==> src/rtl/adc_c2h_packer.sv <==
// Packs parallel ADC frames into 128-bit AXI-Stream beats (four sign-extended 32-bit lanes each),
// with decimation, channel masking, drop accounting and zero-fill of partial packets on stop.
module adc_c2h_packer #(
  parameter int unsigned ADC_CHANNELS   = 4,
  parameter int unsigned ADC_DATA_WIDTH = 18,
  parameter int unsigned C_DATA_WIDTH   = 128,
  parameter int unsigned PKT_SAMPLES    = 64,
  parameter int unsigned FIFO_DEPTH     = 16
) (
  input  logic                                   axi_aclk,
  input  logic                                   rst,
  input  logic                                   acq_en,
  input  logic [15:0]                            decim_ratio,
  input  logic [ADC_CHANNELS-1:0]                channel_mask,
  input  logic                                   sample_valid,
  input  logic [ADC_CHANNELS*ADC_DATA_WIDTH-1:0] adc_data,
  output logic [C_DATA_WIDTH-1:0]                m_axis_tdata,
  output logic [C_DATA_WIDTH/8-1:0]              m_axis_tkeep,
  output logic                                   m_axis_tvalid,
  output logic                                   m_axis_tlast,
  input  logic                                   m_axis_tready,
  output logic                                   overflow,
  output logic [15:0]                            drop_count,
  output logic                                   busy
);

  localparam int unsigned Bps    = (ADC_CHANNELS + 3) / 4;
  localparam int unsigned NLanes = Bps * 4;
  localparam int unsigned SW     = (PKT_SAMPLES > 1) ? $clog2(PKT_SAMPLES) : 1;
  localparam int unsigned BW     = (Bps > 1) ? $clog2(Bps) : 1;
  localparam int unsigned AW     = (FIFO_DEPTH > 1) ? $clog2(FIFO_DEPTH) : 1;
  localparam int unsigned CW     = $clog2(FIFO_DEPTH + 1);

  localparam logic [SW-1:0] SampLast = SW'(PKT_SAMPLES - 1);
  localparam logic [BW-1:0] BeatLast = BW'(Bps - 1);
  localparam logic [AW-1:0] PtrLast  = AW'(FIFO_DEPTH - 1);
  localparam logic [CW-1:0] OccMax   = CW'(FIFO_DEPTH - Bps);
  localparam logic [CW-1:0] Depth    = CW'(FIFO_DEPTH);

  typedef enum logic [1:0] {StIdle, StRun, StWrite, StFlush} state_e;

  state_e                  st_q;
  logic [15:0]             ratio_q, dec_cnt_q, drop_q;
  logic [SW-1:0]           samp_q;
  logic [BW-1:0]           beat_q;
  logic [NLanes*32-1:0]    hold_q, lanes;
  logic                    ovf_q;

  logic [C_DATA_WIDTH:0]   mem_q [FIFO_DEPTH];
  logic [AW-1:0]           wr_ptr_q, rd_ptr_q;
  logic [CW-1:0]           cnt_q, occ;
  logic                    tvalid_q, tlast_q;
  logic [C_DATA_WIDTH-1:0] tdata_q, wr_data;

  logic keep, beat_done, pkt_end, room, wr_en, pop, drop_evt;

  // Masked, sign-extended lanes; lanes past the last channel stay zero.
  always_comb begin
    lanes = '0;
    for (int i = 0; i < int'(ADC_CHANNELS); i++) begin
      if (channel_mask[i]) begin
        lanes[i*32 +: 32] = 32'(signed'(adc_data[i*ADC_DATA_WIDTH +: ADC_DATA_WIDTH]));
      end
    end
  end

  // Occupancy includes the output register so total capacity is FIFO_DEPTH beats.
  assign occ       = cnt_q + CW'(tvalid_q);
  assign room      = occ <= OccMax;
  assign keep      = sample_valid && (dec_cnt_q == '0);
  assign beat_done = beat_q == BeatLast;
  assign pkt_end   = beat_done && (samp_q == SampLast);
  assign drop_evt  = ((st_q == StRun) && acq_en && keep && !room) || ((st_q == StWrite) && keep);

  always_comb begin
    wr_en   = 1'b0;
    wr_data = '0;
    if (st_q == StWrite) begin
      wr_en   = 1'b1;
      wr_data = hold_q[int'(beat_q)*C_DATA_WIDTH +: C_DATA_WIDTH];
    end else if (st_q == StFlush) begin
      wr_en = occ < Depth;
    end
  end

  always_ff @(posedge axi_aclk or posedge rst) begin
    if (rst) begin
      st_q      <= StIdle;
      ratio_q   <= 16'd1;
      dec_cnt_q <= '0;
      samp_q    <= '0;
      beat_q    <= '0;
      hold_q    <= '0;
      ovf_q     <= 1'b0;
      drop_q    <= '0;
    end else begin
      if ((st_q == StRun || st_q == StWrite) && sample_valid) begin
        dec_cnt_q <= (dec_cnt_q == ratio_q - 16'd1) ? '0 : dec_cnt_q + 16'd1;
      end
      if (drop_evt) begin
        ovf_q <= 1'b1;
        if (drop_q != 16'hFFFF) drop_q <= drop_q + 16'd1;
      end
      unique case (st_q)
        StIdle: begin
          if (acq_en) begin
            ratio_q   <= (decim_ratio == '0) ? 16'd1 : decim_ratio;
            dec_cnt_q <= '0;
            samp_q    <= '0;
            beat_q    <= '0;
            ovf_q     <= 1'b0;
            drop_q    <= '0;
            st_q      <= StRun;
          end
        end
        StRun: begin
          beat_q <= '0;
          if (!acq_en) begin
            st_q <= (samp_q == '0) ? StIdle : StFlush;
          end else if (keep && room) begin
            hold_q <= lanes;
            st_q   <= StWrite;
          end
        end
        StWrite: begin
          if (beat_done) begin
            beat_q <= '0;
            samp_q <= (samp_q == SampLast) ? '0 : samp_q + 1'b1;
            st_q   <= StRun;
          end else begin
            beat_q <= beat_q + 1'b1;
          end
        end
        StFlush: begin
          if (wr_en) begin
            if (beat_done) begin
              beat_q <= '0;
              samp_q <= (samp_q == SampLast) ? '0 : samp_q + 1'b1;
              if (pkt_end) st_q <= StIdle;
            end else begin
              beat_q <= beat_q + 1'b1;
            end
          end
        end
        default: st_q <= StIdle;
      endcase
    end
  end

  // FWFT buffer: memory ring plus a registered output stage that holds still under backpressure.
  assign pop = (cnt_q != '0) && (!tvalid_q || m_axis_tready);

  always_ff @(posedge axi_aclk) begin
    if (wr_en) mem_q[wr_ptr_q] <= {pkt_end, wr_data};
  end

  always_ff @(posedge axi_aclk or posedge rst) begin
    if (rst) begin
      wr_ptr_q <= '0;
      rd_ptr_q <= '0;
      cnt_q    <= '0;
      tvalid_q <= 1'b0;
      tlast_q  <= 1'b0;
      tdata_q  <= '0;
    end else begin
      if (wr_en) wr_ptr_q <= (wr_ptr_q == PtrLast) ? '0 : wr_ptr_q + 1'b1;
      if (pop)   rd_ptr_q <= (rd_ptr_q == PtrLast) ? '0 : rd_ptr_q + 1'b1;
      cnt_q <= cnt_q + CW'(wr_en) - CW'(pop);
      if (pop) begin
        tvalid_q           <= 1'b1;
        {tlast_q, tdata_q} <= mem_q[rd_ptr_q];
      end else if (m_axis_tready) begin
        tvalid_q <= 1'b0;
      end
    end
  end

  assign m_axis_tdata  = tdata_q;
  assign m_axis_tlast  = tlast_q;
  assign m_axis_tvalid = tvalid_q;
  assign m_axis_tkeep  = '1;
  assign overflow      = ovf_q;
  assign drop_count    = drop_q;
  assign busy          = st_q != StIdle;

endmodule

==> config.mk <==
export PLATFORM = sky130hd
export DESIGN_NAME = adc_c2h_packer
export DESIGN_NICKNAME = d
export VERILOG_FILES = /design/src/rtl/adc_c2h_packer.sv
export SDC_FILE = /design/constraint.sdc
export NUM_CORES = 2
export LEC_CHECK = 0
export ABC_AREA = 1
export BUFFER_PORTS_ARGS = -buffer_cell sky130_fd_sc_hd__buf_2
export CORE_MARGIN = 3
export CORE_UTILIZATION = 50
export CTS_CLUSTER_DIAMETER = 40
export DETAILED_ROUTE_END_ITERATION = 16
export GPL_ROUTABILITY_DRIVEN = 0
export MAX_ROUTING_LAYER = met4
export PLACE_DENSITY_LB_ADDON = 0.15
export SYNTH_ARGS = -nofsm -noshare
export SYNTH_HDL_FRONTEND = slang
export SYNTH_SLANG_ARGS = --single-unit
==> constraint.sdc <==
create_clock -name axi_aclk -period 11.88 [get_ports axi_aclk]
set_input_delay 1.188 -clock axi_aclk [delete_from_list [all_inputs] [get_ports axi_aclk]]
set_output_delay 1.188 -clock axi_aclk [all_outputs]
set_load 0.05 [all_outputs]
==> results.txt <==
----------------------------------------------------
[Status]
  Result of the run ... finished, final reports clean

[Synthesis]
  Proportion of netlist area held by the largest area contributor ... 62.19%
  Top area cells in the synthesized netlist ... sky130_fd_sc_hd__edfxtp_1 62%, sky130_fd_sc_hd__dfrtp_1 9.5%, sky130_fd_sc_hd__o21ai_0 6.2%
  Sequential cell area fraction in the yosys report ... 71.77%
  Warning count from the yosys run ... 0
  Predominant post-synthesis flop cell ... sky130_fd_sc_hd__edfxtp_1
  Post-synth cell types ... 44
  Cell count after synthesis ... 4800
  Ys async rst share ... 15.61%
  Largest area contributor in the netlist ... sky130_fd_sc_hd__edfxtp_1
  Cell Area, Synth ... 0.05640 mm^2
  Syn_area_per_cell ... 11.75 um^2
  Number of enable flip-flop cells after synthesis ... 1168
  Total of flip-flops plus latches after synthesis ... 1384

[Clock network]
  Clock buffer depth ... 3
  CTS Hold Bufs ... 0
  Number of buffers added by the clock tree synthesis step ... 179
  Clock insertion delay at the later pin of the skew report ... 0.78 ns
  Number of levels the H-tree was split into ... 4
  Post-cts resize count ... 0
  Clock tree from TritonCTS ... yes
  Root Driver ... sky130_fd_sc_hd__clkbuf_16
  TritonCTS Sinks ... 1384
  Post-CTS Setup Repair Bufs ... 0
  Clock transition at path regs ... 0.05 ns

[Critical path]
  Kind of end point of the critical path ... flip-flop
  Critical Path Source Type ... flip-flop
  Type of the setup path with the least slack ... flip-flop to flip-flop
  Critical-path cell list ... inv_1 > ha_4 > nor2_1 > inv_1 > o21ai_2 > inv_2 > nand2_1 > nor2_4 > buf_4 > buf_4
  CP max stage cell ... sky130_fd_sc_hd__nor2_4
  Register-to-Register Path Depth ... 10
  CP max stage delay ... 0.76 ns
  Largest fanout on the critical path ... 31
  Data arrival at the endpoint of the critical path ... 4.53 ns
  Required time of the critical path ... 12.27 ns

[Floorplanning]
  Core Area ... 0.1113 mm^2
  Die Outline Area ... 0.1169 mm^2
  Height of the chip ... 341.9 um
  Die X-Extent ... 341.9 um
  Top-level port count ... 261
  Initial standard-cell utilization of the core ... 50.68%
  Row count ... 122

[Power]
  Worst vdd rail ir drop ... 0.2272 mV
  Total power per unit cell area ... 257.6 mW/mm^2
  LEAKAGE ... 22.82 nW
  Power after layout ... 16.58 mW

[Timing]
  Final worst-path setup slack ... 7.741 ns
  Total Neg Setup Slack ... 0 ns
  Final hold vios ... 0
  Post-route minimum period ... 4.139 ns
  Slew of the pin with the lowest slew margin ... 1.326 ns
  Post-Route Hold Slack ... 0.4695 ns
  RSZ-0062 raised after global routing ... false
  Maximum clock skew at final layout ... 0.02991 ns
  Final worst path period share ... 34.84%
  Final Slew Violations ... 0
  Slew margin rel. ... 11.60%
  Achievable clock frequency ... 241.6 MHz
  Final setup viols ... 0

[Route]
  Detailed Route WL ... 152900 um
  DR WL/cell ... 23.27 um
  Routed vias ... 37470
  Count of routing violations after the opening detailed-route iteration ... 4078
  DRC violation count after routing ... 0
  Number of nets with antenna violations after routing ... 0
  Total iterations of the first detailed-routing run ... 6
  Detailed-route vias per instance ... 5.705

[Global route]
  GRT Resource Usage Total ... 26.79%
  Maximum number of pins on one net before global-route repair ... 259
  Via count of the first global-routing pass ... 36130
  Initial antenna violation count ... 6
  Global-route wire length before repair ... 227800 um
  Leftover overflow at the end of global routing ... 0

[Place]
  DP Cell Count ... 6233
  Placed cell areas ... 0.05836 mm^2
  Post-placement setup slack ... 7.696 ns
  Count of input and output buffers ... 244
  Post-detail-place hpwl ... 77380 um

[Layout]
  Ratio of cells with drive above 1 in the final layout ... 12.58%
  P&R area growth vs syn ... 14.12%
  Area of all placed cells without fillers ... 0.06436 mm^2
  Non-filler instance count after layout ... 6568
  Fill cell instance count of the final layout ... 9109
  Final net count ... 5049
  Util after Layout ... 57.84%

[Run]
  Max Cap Violations ... 0

[Hold path]
  Instance count along the most critical hold path ... 2
  Hold/Removal Path Class ... flip-flop to flip-flop

----------------------------------------------------
cells by family after synthesis:
logic type	count (synthesis)	synth area share (%)
compound gates	1245	11.89
xor+xnor	31	0.4814
fa+ha+maj	26	0.5901
buf+inv	548	4.408
flops	1384	71.77
other cells	1	0.006649
simple gates	1565	10.85
worst paths after layout:
check	slack [ns]	startpoint	end
max	7.74	st_q[0]	mem_q[11][8]
min	0.47	m_axis_tdata[39]	m_axis_tdata[39]
max reg2reg	7.74	st_q[0]	mem_q[11][8]
min reg2reg	0.47	m_axis_tdata[39]	m_axis_tdata[39]
max in group asynchronous	10.05	rst	m_axis_tdata[44]
min in group asynchronous	0.55	rst	hold_q[112]
synth_stat cells, types with 2 or more instances:
cell and count:
sky130_fd_sc_hd__edfxtp_1 1168, sky130_fd_sc_hd__nor2_1 815, sky130_fd_sc_hd__o21ai_0 694, sky130_fd_sc_hd__nand2_1 638, sky130_fd_sc_hd__o22ai_1 348, sky130_fd_sc_hd__dfrtp_1 215
sky130_fd_sc_hd__clkbuf_1 209, sky130_fd_sc_hd__inv_1 173, sky130_fd_sc_hd__o21ai_1 140, sky130_fd_sc_hd__buf_4 78, sky130_fd_sc_hd__buf_2 67, sky130_fd_sc_hd__nand3_1 56
sky130_fd_sc_hd__a21oi_1 48, sky130_fd_sc_hd__ha_1 25, sky130_fd_sc_hd__xor2_1 25, sky130_fd_sc_hd__nor3_1 14, sky130_fd_sc_hd__nand4_1 13, sky130_fd_sc_hd__nor2_2 8
sky130_fd_sc_hd__buf_1 7, sky130_fd_sc_hd__buf_6 7, sky130_fd_sc_hd__inv_2 6, sky130_fd_sc_hd__nor4_1 6, sky130_fd_sc_hd__xnor2_1 6, sky130_fd_sc_hd__a22oi_1 3
sky130_fd_sc_hd__a31oi_1 3, sky130_fd_sc_hd__nand3b_1 3, sky130_fd_sc_hd__nor3b_1 3, sky130_fd_sc_hd__o21ai_2 3, sky130_fd_sc_hd__nor3_2 2, sky130_fd_sc_hd__o21bai_1 2
sky130_fd_sc_hd__or2_2 2
power breakdown:
part / leakage, nW / switching [mW] / internal [mW]
sequential: 12.6 / 0.449 / 5.76
combinational: 7.41 / 3.71 / 1.29
clock: 2.86 / 2.11 / 3.27
total: 22.8 / 6.26 / 10.3
cell usage in the layout (no fill, tap or decap), drive strengths merged:
master,n
xor2,25
xnor2,6
nor4,6
o21bai,2
nor3,16
edfxtp,1168
buf,298
nand2,639
conb,16
or2,2
dfrtp,215
inv,200
o22ai,348
o211ai,1
clkinv,54
nor2,824
nand3,57
nor3b,4
a31oi,3
o211a,1
a21oi,48
nand4,14
a22oi,3
clkinvlp,23
o311ai,1
o21ai,837
bufinv,19
diode,2
o21a,1
fa,1
dfstp,1
nand3b,3
clkbuf,217
ha,25
layer usage:
layer  vias to the layer above  global-route usage (%)  wire length, um
met5                         -                       -                0
met4                         0                   7.445             3417
met3                       243                   5.727            14330
met2                      1629                   40.10            69290
met1                     18310                   37.43            65820
li1                      17290                       -                -
critical path, delay by kind of cell, from the launching register on:
kind                     cells  cell delay (ns)
AO/OA/AOI/OAI                1             0.17
adder cells (fa/ha/maj)      1             0.38
buffers and inverters        5             1.72
flip-flops                   1             0.41
AND/OR/NAND/NOR              3             1.05
flip-flops by register name, indices dropped and copies added (netlist names), 2 cells and up:
name	count
mem_q	1168
hold_q	72
m_axis_tdata	72
dec_cnt_q	16
drop_count	16
ratio_q	16
samp_q	6
cnt_q	5
rd_ptr_q	4
wr_ptr_q	4
st_q	2
cell type report:
cell class              count  area (um^2)  share of cell area, %
diodes                      2        5.005               0.007776
clock buffers             217         4705                  7.309
clock inverters           116         1296                  2.014
inverters                 180        706.9                  1.098
multi-input cells        2883        13630                  21.18
flip-flops and latches   1384        40500                  62.92
well taps                1488         1862                  2.893
repair buffers            298         1664                  2.585
Note: power is estimated with default switching activity, not from simulation.
